--- src/rtl/pipeline_pkg.sv ---
// Shared pipeline definitions for the instruction-fetch stage.
//   NOP_INSN     : instruction presented to IF/ID when nothing valid is delivered
//   PC_INC       : sequential PC increment in bytes
//   RESET_PC_DEF : default PC loaded on reset
//   fetch_state_e: fetch sequencer states
package pipeline_pkg;

    localparam logic [31:0] NOP_INSN     = 32'h0000_0000;
    localparam int unsigned PC_INC       = 4;
    localparam logic [31:0] RESET_PC_DEF = 32'h0000_0000;

    typedef enum logic [1:0] {
        FETCH = 2'd0,   // request outstanding at pc (or about to be raised)
        HOLD  = 2'd1,   // stalled with a fetched word parked in the skid register
        DRAIN = 2'd2    // redirected while a request was in flight; wait out its ack
    } fetch_state_e;

endpackage : pipeline_pkg

--- src/rtl/if_fetch_unit_next_pc_sel.sv ---
// Redirect priority and target selection for the fetch stage.
// Ports:
//   br_taken_i/br_target_i     : resolved-taken branch from EX (older, wins)
//   jump_i/jump_target_i       : decoded jump from ID
//   redirect_o                 : any redirect requested this cycle
//   target_o                   : selected target, word-aligned
module next_pc_sel
    import pipeline_pkg::*;
#(
    parameter int unsigned ADDR_W = 32
) (
    input  logic              br_taken_i,
    input  logic [ADDR_W-1:0] br_target_i,
    input  logic              jump_i,
    input  logic [ADDR_W-1:0] jump_target_i,
    output logic              redirect_o,
    output logic [ADDR_W-1:0] target_o
);

    logic [ADDR_W-1:0] sel;

    always_comb begin
        redirect_o = br_taken_i | jump_i;
        sel        = br_taken_i ? br_target_i : jump_target_i;
        // Low two bits cleared so the PC always points at a whole word.
        target_o   = sel & ~ADDR_W'(3);
    end

endmodule : next_pc_sel

--- src/rtl/if_fetch_unit.sv ---
// Instruction-fetch stage feeding the IF/ID register.
// Owns the PC, drives instruction memory over a req/ack handshake, applies
// hazard stalls (PCWrite) and branch/jump redirects, and presents PC+4,
// the instruction and a valid bit to IF/ID along with a one-cycle flush.
// Ports:
//   clk, rst_n                 : clock, asynchronous active-low reset
//   PCWrite                    : 0 = stall from hazard unit
//   br_taken, br_target        : branch redirect (priority)
//   jump, jump_target          : jump redirect
//   imem_req, imem_addr        : fetch request, held until imem_ack
//   imem_ack, imem_rdata       : memory response
//   PCaddout, ins_out          : PC+4 and instruction to IF/ID
//   ins_valid                  : delivered word is valid (ins_out = nop otherwise)
//   flush                      : one-cycle pulse per accepted redirect
module if_fetch_unit
    import pipeline_pkg::*;
#(
    parameter int unsigned          ADDR_W   = 32,
    parameter logic [ADDR_W-1:0]    RESET_PC = ADDR_W'(RESET_PC_DEF)
) (
    input  logic              clk,
    input  logic              rst_n,
    input  logic              PCWrite,
    input  logic              br_taken,
    input  logic [ADDR_W-1:0] br_target,
    input  logic              jump,
    input  logic [ADDR_W-1:0] jump_target,
    output logic              imem_req,
    output logic [ADDR_W-1:0] imem_addr,
    input  logic              imem_ack,
    input  logic [31:0]       imem_rdata,
    output logic [ADDR_W-1:0] PCaddout,
    output logic [31:0]       ins_out,
    output logic              ins_valid,
    output logic              flush
);

    fetch_state_e      state_q, state_d;
    logic [ADDR_W-1:0] pc_q, pc_d;
    logic              req_q, req_d;
    logic [ADDR_W-1:0] addr_q, addr_d;
    logic [ADDR_W-1:0] pcadd_q, pcadd_d;
    logic [31:0]       ins_q, ins_d;
    logic              valid_q, valid_d;
    logic              flush_q, flush_d;
    logic [31:0]       skid_ins_q, skid_ins_d;
    logic [ADDR_W-1:0] skid_pc4_q, skid_pc4_d;

    logic              redirect;
    logic [ADDR_W-1:0] target;
    logic [ADDR_W-1:0] pc_plus4;
    logic              ack_v;

    next_pc_sel #(.ADDR_W(ADDR_W)) u_next_pc_sel (
        .br_taken_i    (br_taken),
        .br_target_i   (br_target),
        .jump_i        (jump),
        .jump_target_i (jump_target),
        .redirect_o    (redirect),
        .target_o      (target)
    );

    // Wraps modulo 2^ADDR_W by construction.
    assign pc_plus4 = pc_q + ADDR_W'(PC_INC);
    // An ack only means something while our request is actually raised.
    assign ack_v    = req_q & imem_ack;

    always_comb begin
        state_d    = state_q;
        pc_d       = pc_q;
        req_d      = req_q;
        addr_d     = addr_q;
        pcadd_d    = pcadd_q;
        ins_d      = ins_q;
        valid_d    = valid_q;
        flush_d    = 1'b0;
        skid_ins_d = skid_ins_q;
        skid_pc4_d = skid_pc4_q;

        unique case (state_q)
            FETCH: begin
                if (redirect) begin
                    pc_d    = target;
                    flush_d = 1'b1;
                    valid_d = 1'b0;
                    ins_d   = NOP_INSN;
                    // With nothing in flight the new target can be requested
                    // straight away; otherwise the old request must complete.
                    if (ack_v || !req_q) begin
                        req_d  = 1'b1;
                        addr_d = target;
                    end else begin
                        state_d = DRAIN;
                    end
                end else if (!req_q) begin
                    req_d   = 1'b1;
                    addr_d  = pc_q;
                    valid_d = 1'b0;
                    ins_d   = NOP_INSN;
                end else if (ack_v) begin
                    if (PCWrite) begin
                        ins_d   = imem_rdata;
                        pcadd_d = pc_plus4;
                        valid_d = 1'b1;
                        pc_d    = pc_plus4;
                        addr_d  = pc_plus4;
                    end else begin
                        // Word arrived during a stall: park it, outputs stay frozen.
                        skid_ins_d = imem_rdata;
                        skid_pc4_d = pc_plus4;
                        req_d      = 1'b0;
                        state_d    = HOLD;
                    end
                end else begin
                    valid_d = 1'b0;
                    ins_d   = NOP_INSN;
                end
            end

            HOLD: begin
                if (redirect) begin
                    pc_d    = target;
                    flush_d = 1'b1;
                    valid_d = 1'b0;
                    ins_d   = NOP_INSN;
                    req_d   = 1'b1;
                    addr_d  = target;
                    state_d = FETCH;
                end else if (PCWrite) begin
                    ins_d   = skid_ins_q;
                    pcadd_d = skid_pc4_q;
                    valid_d = 1'b1;
                    pc_d    = skid_pc4_q;
                    req_d   = 1'b1;
                    addr_d  = skid_pc4_q;
                    state_d = FETCH;
                end
            end

            DRAIN: begin
                if (redirect) begin
                    pc_d    = target;
                    flush_d = 1'b1;
                end
                // The stale word is dropped; the next request uses the newest pc.
                if (ack_v) begin
                    addr_d  = redirect ? target : pc_q;
                    state_d = FETCH;
                end
            end

            default: begin
                state_d = FETCH;
            end
        endcase
    end

    always_ff @(posedge clk or negedge rst_n) begin
        if (!rst_n) begin
            state_q    <= FETCH;
            pc_q       <= RESET_PC;
            req_q      <= 1'b0;
            addr_q     <= RESET_PC;
            pcadd_q    <= '0;
            ins_q      <= NOP_INSN;
            valid_q    <= 1'b0;
            flush_q    <= 1'b0;
            skid_ins_q <= NOP_INSN;
            skid_pc4_q <= '0;
        end else begin
            state_q    <= state_d;
            pc_q       <= pc_d;
            req_q      <= req_d;
            addr_q     <= addr_d;
            pcadd_q    <= pcadd_d;
            ins_q      <= ins_d;
            valid_q    <= valid_d;
            flush_q    <= flush_d;
            skid_ins_q <= skid_ins_d;
            skid_pc4_q <= skid_pc4_d;
        end
    end

    assign imem_req  = req_q;
    assign imem_addr = addr_q;
    assign PCaddout  = pcadd_q;
    assign ins_out   = ins_q;
    assign ins_valid = valid_q;
    assign flush     = flush_q;

endmodule : if_fetch_unit
--- config.mk ---
export PLATFORM = sky130hd
export DESIGN_NAME = if_fetch_unit
export DESIGN_NICKNAME = d
export VERILOG_FILES = /design/src/rtl/pipeline_pkg.sv /design/src/rtl/if_fetch_unit_next_pc_sel.sv /design/src/rtl/if_fetch_unit.sv
export SDC_FILE = /design/constraint.sdc
export NUM_CORES = 1
export LEC_CHECK = 0
export ABC_CLOCK_PERIOD_IN_PS = 2400
export BUFFER_PORTS_ARGS = -buffer_cell sky130_fd_sc_hd__buf_2
export CAP_MARGIN = 10
export CORE_MARGIN = 4
export CORE_UTILIZATION = 26
export DETAILED_ROUTE_END_ITERATION = 8
export PLACE_DENSITY = 0.49
export SKIP_LAST_GASP = 1
export SLEW_MARGIN = 40
export SYNTH_ARGS = -nofsm -noshare
export SYNTH_HDL_FRONTEND = slang
export SYNTH_HIERARCHICAL = 1
export SYNTH_SLANG_ARGS = --single-unit
--- constraint.sdc ---
create_clock -name clk -period 2.4 [get_ports clk]
set_input_delay 0.48 -clock clk [delete_from_list [all_inputs] [get_ports clk]]
set_output_delay 0.48 -clock clk [all_outputs]
set_load 0.02 [all_outputs]
==> flow_summary_export.csv <==
group,metric,value,unit
status,status,"completed",
final_layout,antenna_cells,0,
floorplan,core,44100,um2
worst_setup_path,worstSetupPathType,"reg -> reg",
final_layout,multiInputGateArea,6090,um2
global_routing,grt_pass1_vias,10500,
worst_setup_path,worst_setup_path_end_kind,"flip-flop",
global_routing,grtUsageTotal,17.5,%
final_layout,final-seq-area,4930,um2
timing,rsz0062_at_grt,"yes",
global_routing,grt.busiest_layer,"met2",
routing,dr.pass1.iters,5,
logic_synthesis,async_flop_share,100,%
pwr,p_comb_share,52.6,%
timing,tns,0,ns
routing,drtAntennaViolNets,0,
pwr,clkPwrFrac,16.5,%
timing,min_period,2.31,ns
logic_synthesis,yosysTopAreaCellShare,42.6,%
pwr,intPower,10.4,mW
logic_synthesis,synth.area.top_cells,"dfrtp_1 43%, nand2_1 8.7%, mux2_2 3.8%, o21ai_0 3.5%, clkbuf_1 3.2%",
pwr,p_per_area,1300,nW/um2
final_layout,layout-drive-gt1-share,26.6,%
logic_synthesis,yosysWarningCount,6,
clocking,clock_latency,0.49,ns
routing,vias_per_cell,5.12,
job,cap_viol_max_count,0,
pwr,power,19.0,mW
logic_synthesis,synth_seq_cells,197,
pwr,seqPwrFrac,30.9,%
clocking,htree_levels,4,
clocking,cts_made_buffers,17,
routing,drc_errors,0,
placed_design,portBuffers,196,
global_routing,grt_overflow,0,
routing,avgRoutedWirePerCell,19.7,um
logic_synthesis,synthCells,1334,
global_routing,grt.met1_usage,24.0,%
floorplan,die_x,219,um
floorplan,io_pins,201,
floorplan,fp.dieArea,48000,um2
worst_setup_path,crit_path_start_kind,"flip-flop",
placed_design,dp_hpwl,29700,um
pwr,p_leak,6.45,nW
timing,tightest_slew,0.606,ns
clocking,cts_tree,"done",
logic_synthesis,synth_edf_count,0,
timing,max_freq,434,MHz
worst_setup_path,rrSetupSlack,0.09,ns
global_routing,use_met3,3.95,%
clocking,cts_buffer_depth,2,
pwr,swShare,45.2,%
routing,dr_total_vias,10900,
logic_synthesis,ys.flop_type,"dfrtp_1",
global_routing,grt_start_max_net_pins,60,
clocking,clk_pin_slew,0.08,ns
logic_synthesis,netlist_area,11600,um2
pwr,ir_drop,0.540,mV
global_routing,grt_first_pass_wirelength,63800,um
timing,period_share,96.1,%
global_routing,antenna_found_initial,0,
worst_setup_path,worstPathArrival,2.69,ns
timing,slew_headroom,59.6,%
routing,detail_route.iter0.violations,737,
timing,finalSetupViolCount,0,
floorplan,fp-row-count,77,
worst_setup_path,cp_max_fo,42,
floorplan,start_util,26.3,%
logic_synthesis,synth_cell_type_count,72,
final_layout,fin_nets,1642,
placed_design,place.gp.congestion,0.849,
worst_hold_path,min_path_type,"in -> reg",
timing,finalMaxSlewViolations,0,
timing,hold_viol,0,
timing,fin_skew,0.0155,ns
worst_setup_path,required,2.78,ns
pwr,p_switching,8.58,mW
routing,finalWirelength,42200,um
final_layout,fillers,4645,
global_routing,use_met2,27.4,%
floorplan,die_y,219,um
clocking,clock_sinks,197,
final_layout,area_growth,25.6,%
logic_synthesis,syn_avg_cell_area,8.68,um2
logic_synthesis,seq_area_frac_synth,42.6,%
logic_synthesis,yosysTopAreaCell,"dfrtp_1",
clocking,cts_root_buf,"clkbuf_16",
## final timing paths
kind / from / to / depth (start not counted)
min in group asynchronous: rst_n / skid_pc4_q[12] / 2
worst max-delay path: state_q[1] / imem_addr[17] / 8
worst min-delay path: imem_rdata[31] / skid_ins_q[31] / 3
max in group asynchronous: rst_n / pc_q[26] / 3
worst min register to register: imem_addr[1] / imem_addr[1] / 2
worst max register to register: state_q[1] / imem_addr[17] / 8
## synthesized netlist by cell type, types with 19 or more instances
master / count
nand2_1: 268
dfrtp_1: 197
clkbuf_1: 98
o21ai_0: 80
nor2_1: 71
a21oi_1: 57
o31ai_1: 47
mux2_2: 39
a31oi_1: 34
mux2i_1: 32
nand3_1: 27
xnor2_1: 27
nor3_1: 23
a22oi_1: 21
and3_1: 19
## critical path: stages, from the launching register on
cell	delay, ns
dfrtp_1	0.45
inv_1	0.12
ha_2	0.38
buf_12	0.26
a21oi_1	0.15
buf_12	0.18
a21boi_0	0.27
a31oi_1	0.11
mux2_2	0.28
## stage by stage
step	utilization, %	instance area [um2]	hold slack [ns]	setup slack (ns)	cells
6_report	33.0	14500	0.196	0.0943	2139
5_1_grt	33.0	14500	0.164	-0.0105	2139
4_1_cts	32.9	14500	0.152	0.00473	2139
3_5_place_dp	31.5	13900	0.454	-0.0627	2107
3_3_place_gp	31.5	13900	0.448	-0.0429	2107
2_1_floorplan	-	11600	0.184	0.0483	1335
## logic make-up after synthesis
family | after synthesis | share of synthesized area [%]
other | 1 | 0.0324
and+or+nand+nor | 494 | 19.7
adders and majority gates | 5 | 0.540
buffers and inverters | 146 | 5.28
DFF | 197 | 42.6
AOI/OAI and AO/OA | 382 | 22.2
xor gates and xnor gates | 36 | 2.72
muxes | 73 | 6.94
## placed cells by master (no fill, tap or decap), types with 19 or more instances in the layout
| cell type | count |
|---|---|
| a31oi_1 | 34 |
| buf_4 | 97 |
| and3_1 | 19 |
| nor2_1 | 70 |
| nand3_1 | 26 |
| a22oi_1 | 21 |
| xnor2_1 | 27 |
| buf_12 | 20 |
| dfrtp_1 | 197 |
| mux2i_1 | 32 |
| nor3_1 | 22 |
| o31ai_1 | 47 |
| buf_2 | 195 |
| mux2_2 | 39 |
| o21ai_0 | 79 |
| a21oi_1 | 56 |
| nand2_1 | 267 |
## what timing repair did
| item | 4_1_cts | 5_1_grt |
|---|---|---|
| buffers inserted | 0 | 0 |
| resized for setup | 1 | 4 |
| endpoints found under the hold margin | 41 | 0 |
| hold buffers | 1 | 0 |
| setup endpoints to repair | 2 | 49 |
## power by group through the flow
stage	sequential, mW	combinational, mW	clock (mW)
5_1_grt	6.07	11.0	3.36
2_1_floorplan	6.30	5.59	0
4_1_cts	5.86	10.0	3.25
3_3_place_gp	5.87	9.94	0
3_5_place_dp	5.92	9.99	0
6_report	5.86	9.98	3.14
## sequential cells by signal, summed over array words and instances (netlist names)
signal / count
imem_addr: 32
pc_q: 32
state_q: 2
PCaddout: 32
skid_pc4_q: 32
ins_valid: 1
skid_ins_q: 32
flush: 1
imem_req: 1
ins_out: 32
## routing by layer
| layer | part of all wire (%) | wire, um |
|---|---|---|
| met3 | 5.6 | 2370 |
| met1 | 46 | 19300 |
| met4 | 2.1 | 892 |
| met2 | 46 | 19600 |
| met5 | 0 | 0 |
## area by class of cell
cell class	instances	share of cell area [%]
sequential	197	33.9
timing repair buffer	314	14.6
clock inverter	11	1.04
inverter	13	0.344
clock buffer	20	3.14
multi-input combinational	992	41.9
tap	592	5.09
No activity file was read; power rests on OpenSTA's default activity.
